### src/rtl/acc_8in.sv
// acc_8in: frame accumulator behind the eight-input adder tree.
// Beats are summed into a saturating W_A-bit accumulator. A beat tagged
// last closes the frame. The total, the beat count and the overflow flag
// are then held on a valid/ready output until they are consumed.
module acc_8in #(
  parameter int P_WIDTH = 6,
  parameter int P_GUARD = 4
) (
  input  logic                       i_clk,
  input  logic                       i_rst,
  input  logic [2*P_WIDTH+3-1:0]     i_s,
  input  logic                       i_valid,
  input  logic                       i_last,
  output logic                       o_ready,
  output logic [2*P_WIDTH+3+P_GUARD-1:0] o_acc,
  output logic [P_GUARD:0]           o_beats,
  output logic                       o_ovf,
  output logic                       o_valid,
  input  logic                       i_ready
);

  localparam int W_S = 2*P_WIDTH+3;
  localparam int W_A = W_S + P_GUARD;
  localparam int W_C = P_GUARD + 1;

  typedef enum logic [1:0] {
    S_IDLE = 2'd0,
    S_ACC  = 2'd1,
    S_HOLD = 2'd2
  } state_e;

  state_e         state_q, state_d;
  logic [W_A-1:0] acc_q, acc_d;
  logic [W_C-1:0] cnt_q, cnt_d;
  logic           ovf_q, ovf_d;
  logic [W_A-1:0] out_acc_q, out_acc_d;
  logic [W_C-1:0] out_beats_q, out_beats_d;
  logic           out_ovf_q, out_ovf_d;
  logic           out_valid_q, out_valid_d;

  logic           beat_s;
  logic           first_s;
  logic [W_A:0]   sum_s;
  logic [W_A-1:0] acc_nx_s;
  logic [W_C-1:0] cnt_nx_s;
  logic           ovf_nx_s;

  // A held result blocks new beats only until it is consumed in the same cycle.
  assign o_ready = ~i_rst & ((state_q != S_HOLD) | i_ready);
  assign beat_s  = i_valid & o_ready;
  // Any beat taken outside an open frame starts a new one.
  assign first_s = (state_q != S_ACC);
  assign sum_s   = {1'b0, acc_q} + {{(P_GUARD+1){1'b0}}, i_s};

  assign o_acc   = out_acc_q;
  assign o_beats = out_beats_q;
  assign o_ovf   = out_ovf_q;
  assign o_valid = out_valid_q;

  // Frame value after adding the incoming beat (saturating sum and count).
  always_comb begin
    acc_nx_s = '0;
    cnt_nx_s = '0;
    ovf_nx_s = 1'b0;
    if (first_s) begin
      acc_nx_s = {{P_GUARD{1'b0}}, i_s};
      cnt_nx_s = {{P_GUARD{1'b0}}, 1'b1};
      ovf_nx_s = 1'b0;
    end else begin
      if (sum_s[W_A]) begin
        acc_nx_s = '1;
        ovf_nx_s = 1'b1;
      end else begin
        acc_nx_s = sum_s[W_A-1:0];
        ovf_nx_s = ovf_q;
      end
      if (cnt_q == {W_C{1'b1}}) begin
        cnt_nx_s = cnt_q;
      end else begin
        cnt_nx_s = cnt_q + {{P_GUARD{1'b0}}, 1'b1};
      end
    end
  end

  // Next-state and next-output selection.
  always_comb begin
    state_d     = state_q;
    acc_d       = acc_q;
    cnt_d       = cnt_q;
    ovf_d       = ovf_q;
    out_acc_d   = out_acc_q;
    out_beats_d = out_beats_q;
    out_ovf_d   = out_ovf_q;
    out_valid_d = out_valid_q;
    if (beat_s) begin
      if (i_last) begin
        // Close the frame: publish the result and clear the running state.
        state_d     = S_HOLD;
        out_acc_d   = acc_nx_s;
        out_beats_d = cnt_nx_s;
        out_ovf_d   = ovf_nx_s;
        out_valid_d = 1'b1;
        acc_d       = '0;
        cnt_d       = '0;
        ovf_d       = 1'b0;
      end else begin
        state_d     = S_ACC;
        acc_d       = acc_nx_s;
        cnt_d       = cnt_nx_s;
        ovf_d       = ovf_nx_s;
        out_valid_d = 1'b0;
      end
    end else begin
      case (state_q)
        S_IDLE: begin
          state_d = S_IDLE;
        end
        S_ACC: begin
          state_d = S_ACC;
        end
        S_HOLD: begin
          if (i_ready) begin
            state_d     = S_IDLE;
            out_valid_d = 1'b0;
          end else begin
            state_d = S_HOLD;
          end
        end
        default: begin
          state_d     = S_IDLE;
          acc_d       = '0;
          cnt_d       = '0;
          ovf_d       = 1'b0;
          out_valid_d = 1'b0;
        end
      endcase
    end
  end

  // State and output registers with synchronous reset.
  always_ff @(posedge i_clk) begin
    if (i_rst) begin
      state_q     <= S_IDLE;
      acc_q       <= '0;
      cnt_q       <= '0;
      ovf_q       <= 1'b0;
      out_acc_q   <= '0;
      out_beats_q <= '0;
      out_ovf_q   <= 1'b0;
      out_valid_q <= 1'b0;
    end else begin
      state_q     <= state_d;
      acc_q       <= acc_d;
      cnt_q       <= cnt_d;
      ovf_q       <= ovf_d;
      out_acc_q   <= out_acc_d;
      out_beats_q <= out_beats_d;
      out_ovf_q   <= out_ovf_d;
      out_valid_q <= out_valid_d;
    end
  end

endmodule

### config.mk
export PLATFORM = sky130hd
export DESIGN_NAME = acc_8in
export DESIGN_NICKNAME = d
export VERILOG_FILES = /design/src/rtl/acc_8in.sv
export SDC_FILE = /design/constraint.sdc
export NUM_CORES = 1
export LEC_CHECK = 0
export CORE_AREA = 2 2 83 85
export CTS_CLUSTER_DIAMETER = 150
export DETAILED_ROUTE_END_ITERATION = 6
export DIE_AREA = 0 0 85 87
export PLACE_DENSITY = 0.75
export SKIP_CTS_REPAIR_TIMING = 1
export SLEW_MARGIN = 5
export SYNTH_ARGS = -nofsm -noshare
export SYNTH_HDL_FRONTEND = slang
export SYNTH_SLANG_ARGS = --single-unit
### constraint.sdc
create_clock -name i_clk -period 2.58 [get_ports i_clk]
set_input_delay 0.516 -clock i_clk [delete_from_list [all_inputs] [get_ports i_clk]]
set_output_delay 0.516 -clock i_clk [all_outputs]
set_load 0.02 [all_outputs]
==> results of run 1 <==
[area by class of cell]
class | count | area [um2]
Timing Repair Buffer | 116 | 998
Sequential cell | 53 | 1060
Multi-Input combinational cell | 294 | 2100
Clock buffer | 5 | 68.8
Inverter | 12 | 45.0
Clock inverter | 3 | 28.8
Fill cell | 529 | 2170
Tap cell | 80 | 100
[worst max-delay path, stage by stage]
cell and delay, ns:
clkdlybuf4s50_1 0.47, ha_4 0.31, buf_4 0.10, nand4_1 0.13, a21oi_2 0.29, o21ai_0 0.18, a21boi_0 0.29, o21a_1 0.17
o21ai_2 0.08, a32o_1 0.25
[synthesized netlist by cell type, types with 4 or more instances]
master	number	area share
dfxtp_1	53	0.34
nand2_1	44	0.054
a21oi_1	40	0.065
o21ai_0	37	0.060
nor2_1	27	0.033
ha_1	21	0.085
inv_1	12	0.015
clkbuf_1	11	0.013
xnor2_1	10	0.028
nand3_1	9	0.015
a32o_1	8	0.026
a22o_1	6	0.017
and3_1	6	0.012
a21o_1	5	0.012
o211ai_1	5	0.012
or2_2	5	0.010
a22oi_1	4	0.0097
nor3_1	4	0.0065
[stage by stage]
| step | setup WS [ns] | power, uW | TNS [ns] | cells | utilization |
|---|---|---|---|---|---|
| floorplan | 0.115 | 1120 | 0 | 373 | - |
| global placement | -0.435 | 1320 | -11.87 | 551 | 0.620 |
| detailed placement | -0.535 | 1330 | -13.94 | 551 | 0.620 |
| CTS | -0.194 | 1850 | -1.91 | 559 | 0.635 |
| global route | -0.0623 | 1980 | -0.383 | 563 | 0.670 |
| finish | 0.0149 | 1890 | 0 | 563 | 0.670 |
[worst paths after layout]
check,startpoint,endpoint,slack (ns),cells past startpoint
setup / recovery,i_s[6],acc_q[9],0.01,10
hold / removal,o_ovf,o_ovf,0.44,2
setup reg to reg,acc_q[0],acc_q[16],0.16,11
hold reg to reg,o_ovf,o_ovf,0.44,2
[cells in the final DEF, fill, tap and decap left out, types with 6 or more instances in the layout]
master           count
a21oi_2             10
o21ai_0             32
clkdlybuf4s50_1     41
nand2_1             44
o21ai_1              7
and3_1               6
a22o_1               6
ha_1                15
nand3_1              9
a32o_1               8
a21oi_1             30
xnor2_1             10
buf_4               70
dfxtp_1             53
inv_1               11
nor2_1              27
[flip-flops by register name, indices dropped and copies added, names as in the netlist]
name / cells
acc_q: 19
o_acc: 19
cnt_q: 5
o_beats: 5
state_q: 2
o_ovf: 1
o_valid: 1
ovf_q: 1
[routing by layer]
metal,global-route usage,part of all wire,up-vias
met2,0.433,0.51,109
met5,0,0,-
li1,-,-,1577
met4,0.0880,0.018,0
met3,0.0389,0.046,15
met1,0.299,0.43,1588
[cells by family after synthesis]
family                   count (synthesis)
AND/OR/NAND/NOR                        114
buffers and inverters                   26
AO/OA/AOI/OAI                          142
XOR/XNOR                                13
adder cells (fa/ha/maj)                 22
multiplexers                             3
flip-flops                              53
[power groups by stage]
stage | registers, uW | clock network, uW | logic, uW
after CTS | 866 | 537 | 448
after floorplan | 898 | 0 | 224
final | 867 | 527 | 499
after global routing | 870 | 569 | 538
after global placement | 883 | 0 | 436
after detailed placement | 884 | 0 | 445
==> flow_metrics.py, run 1 <==
metrics = {
    "timing": {
        "timing.final.crit_period_ns": 2.57,
        "fin_crit_sh": 0.994,
        "setup_viol": 0,
        "slew_headroom": 0.528,
        "skew_ns": 0.0130,
        "slew_viol_final": 0,
        "worst_slew_pin_slew_ns": 0.709,
        "clock.fmax_mhz": 390,
        "holdWs_ns": 0.443,
        "finalHoldViolCount": 0,
    },
    "global_routing": {
        "overflow": 0,
        "grt_pass1_vias": 3258,
        "grt_use_total": 0.244,
        "grt_max_degree": 20,
        "grt_first_pass_wirelength_um": 14600,
        "antenna_found_initial": 0,
    },
    "status": {
        "status": "finished, final reports clean",
    },
    "placement": {
        "place_congestion": 0.949,
        "dpl_cell_area_um2": 4080,
        "dp_hpwl_um": 6830,
        "io_buffers": 46,
    },
    "layout": {
        "final_nets": 524,
        "drive_above_1_share": 0.257,
        "syn2layout_area_growth_pct": 42.9,
        "n_antenna_cell": 0,
        "fin_area_um2": 4400,
    },
    "die": {
        "die-height_um": 87,
        "core-area_um2": 6570,
        "dieArea_um2": 7400,
        "io_pins": 47,
        "num_rows": 30,
        "chipWidth_um": 85,
        "start_util": 0.469,
    },
    "synth": {
        "synth_fa_ha_area_frac": 0.0918,
        "synth_ff_type": "dfxtp_1",
        "synthesis.area_um2": 3080,
        "synth_compound_area_frac": 0.308,
        "syn_area_per_cell_um2": 8.26,
        "yosysWarningCount": 0,
        "syn_nets": 415,
        "synth_xor_area_frac": 0.0369,
        "synth_seq_area_share": 0.344,
        "synth_mux_area_frac": 0.0102,
        "synth.distinct_cells": 58,
        "synth_edf_count": 0,
        "synth-simple-area-share": 0.174,
        "syn_inst": 373,
        "async_reset_ff_frac": 0,
        "synth-seq-cells": 53,
        "synth_top_family_by_area": "compound AO/OA/AOI/OAI gates",
    },
    "cts": {
        "cts_tree": "built",
        "cts_buffers": 5,
        "root_buffer": "clkbuf_8",
        "worstSkewPairLatency_ns": 0.32,
        "htreeDepth": 2,
        "ctsLongestPathBuffers": 2,
        "clock_sink_count": 53,
        "clkTransAtPathRegs_ns": 0.11,
    },
    "critical_path": {
        "crit_path_max_fanout": 3,
        "critPathKind": "input pin to flop",
        "worstPathRequired_ns": 2.80,
        "critPathArrivalTime_ns": 2.79,
        "startpoint_type": "input pin",
        "end_kind": "flop",
    },
    "routing": {
        "via_per_inst": 5.84,
        "route.detailed.drc": 0,
        "routed_wl_um": 9360,
        "vias": 3289,
        "route.detailed.wl_per_inst_um": 16.6,
        "ant_nets": 0,
        "drt_pre_antenna_iters": 5,
        "drt_iter0_markers": 246,
    },
    "power": {
        "pwr-share-clk": 0.278,
        "p_comb_frac": 0.264,
        "power_frac_seq": 0.458,
        "switching_share": 0.314,
        "power-per-cell-area_nw_per_um2": 430,
        "p_leak_uw": 0.00180,
        "power.switching_uw": 594,
        "ir_drop_uv": 334,
        "intPower_uw": 1300,
    },
    "run": {
        "max-cap-violations": 0,
    },
    "min_path": {
        "holdCritPathClass": "flop to flop",
    },
}
No activity file was read; power rests on OpenSTA's default activity.
==> run 2: changes to the inputs <==
--- a/config.mk
+++ b/config.mk
@@ -5,6 +5,7 @@
 export SDC_FILE = /design/constraint.sdc
 export NUM_CORES = 1
 export LEC_CHECK = 0
+export CAP_MARGIN = 20
 export CORE_AREA = 2 2 83 85
 export CTS_CLUSTER_DIAMETER = 150
 export DETAILED_ROUTE_END_ITERATION = 6
==> results of run 2 <==
Same layout as run 1: the final DEF is identical, and so are final timing and power.
==> run 3: changes to the inputs <==
--- a/config.mk
+++ b/config.mk
@@ -11,7 +11,6 @@
 export DETAILED_ROUTE_END_ITERATION = 6
 export DIE_AREA = 0 0 85 87
 export PLACE_DENSITY = 0.75
-export SKIP_CTS_REPAIR_TIMING = 1
 export SLEW_MARGIN = 5
 export SYNTH_ARGS = -nofsm -noshare
 export SYNTH_HDL_FRONTEND = slang
==> flow_metrics.py, run 3 (synthesis results as in run 1) <==
metrics = {
    "placement": {
        "dpl_cell_area_um2": 4080,
        "pre_cts_ws_ns": -0.535,
        "io_buffers": 46,
        "dp_hpwl_um": 6830,
        "place_congestion": 0.949,
    },
    "die": {
        "num_rows": 30,
        "core-area_um2": 6570,
        "die-height_um": 87,
        "start_util": 0.469,
        "dieArea_um2": 7400,
        "io_pins": 47,
        "chipWidth_um": 85,
    },
    "routing": {
        "route.detailed.drc": 0,
        "via_per_inst": 5.77,
        "vias": 3237,
        "routed_wl_um": 9170,
        "drt_iter0_markers": 262,
        "route.detailed.wl_per_inst_um": 16.3,
        "ant_nets": 0,
        "drt_pre_antenna_iters": 4,
    },
    "layout": {
        "syn2layout_area_growth_pct": 43.0,
        "fin_util": 0.671,
        "drive_above_1_share": 0.245,
        "fin_area_um2": 4410,
        "most-common-layout-cells": "buf_4, dfxtp_1, nand2_1, clkdlybuf4s50_1, a21oi_1",
        "n_antenna_cell": 0,
        "final_common_cell": "buf_4",
        "final_nets": 522,
    },
    "power": {
        "p_leak_uw": 0.00179,
        "ir_drop_uv": 329,
        "power-per-cell-area_nw_per_um2": 431,
    },
    "timing": {
        "clock.fmax_mhz": 400,
        "setup_ws_ns": 0.0786,
        "holdWs_ns": 0.444,
        "finalHoldViolCount": 0,
        "fin_crit_sh": 0.970,
        "worst_slew_pin_slew_ns": 0.679,
        "skew_ns": 0.0137,
        "timing.final.crit_period_ns": 2.50,
        "slew_viol_final": 0,
        "setup_viol": 0,
        "finalSetupTns_ns": 0,
        "slew_headroom": 0.547,
    },
    "cts": {
        "cts_tree": "built",
        "clkTransAtPathRegs_ns": 0.11,
        "root_buffer": "clkbuf_8",
        "ctsLongestPathBuffers": 2,
        "worstSkewPairLatency_ns": 0.32,
        "htreeDepth": 2,
        "cts_buffers": 5,
        "clock_sink_count": 53,
    },
    "critical_path": {
        "critPathKind": "input pin to flop",
        "end_kind": "flop",
        "startpoint_type": "input pin",
        "crit_path_max_fanout": 3,
        "critPathArrivalTime_ns": 2.71,
        "worstPathRequired_ns": 2.79,
    },
    "global_routing": {
        "grt_pass1_vias": 3283,
        "antenna_found_initial": 0,
        "grt_max_degree": 20,
        "overflow": 0,
        "grt_first_pass_wirelength_um": 14800,
        "grt_use_total": 0.248,
    },
    "min_path": {
        "holdCritPathClass": "flop to flop",
    },
    "status": {
        "status": "finished, final reports clean",
    },
    "run": {
        "max-cap-violations": 0,
    },
}
run 3: changes by cell type in the layout (fill, tap and decap cells not counted), sizes merged:
cell / previous run / this run
buf: 70 / 68
run 3: worst paths after layout:
kind                                from         to  slack (ns)  cells past startpoint
worst max-delay path              i_s[5]   o_acc[2]        0.08                      9
worst min-delay path               o_ovf      o_ovf        0.44                      2
worst max register to register  acc_q[0]  o_acc[16]        0.25                     11
worst min register to register     o_ovf      o_ovf        0.44                      2
run 3: area by class of cell:
| cell class | count | area, um2 |
|---|---|---|
| multi-input cells | 294 | 2110 |
| flip-flops and latches | 53 | 1060 |
| fillers | 536 | 2160 |
| clock buffers | 5 | 68.8 |
| inverters | 12 | 45.0 |
| clock inverters | 3 | 28.8 |
| well taps | 80 | 100 |
| repair buffers | 114 | 987 |
run 3: where the power goes:
| group | total (uW) | switching (uW) | internal (uW) |
|---|---|---|---|
| Sequential | 868 | 20.0 | 848 |
| Combinational | 500 | 251 | 248 |
| Clock | 530 | 326 | 204 |
run 3: through the flow:
step,instances,total power [uW]
finish,561,1900
global route,561,1980
CTS,559,1870
detailed placement,551,1330
global placement,551,1320
floorplan,373,1120
run 3: timing repair:
item                                    in CTS  in global routing
endpoints found under the setup margin      26                 37
resized for setup                           18                 29
pin swaps                                    5                 11
hold buffers                                 0                  0
buffers inserted                             0                  2
run 3: critical path, cell delays in order:
cell and delay (ns):
clkdlybuf4s50_1 0.44, ha_1 0.27, a21o_1 0.21, a31o_4 0.23, or2_4 0.24, o211a_4 0.26
or3_4 0.38, o211ai_2 0.09, a21oi_2 0.07
run 3: layer usage:
layer | share of wire | vias up | routed length [um] | global-route usage
met5 | 0 | - | 0 | 0
met4 | 0.011 | 0 | 104 | 0.0851
met3 | 0.056 | 9 | 513 | 0.0351
met2 | 0.50 | 91 | 4560 | 0.447
met1 | 0.44 | 1559 | 3990 | 0.302
li1 | - | 1578 | - | -
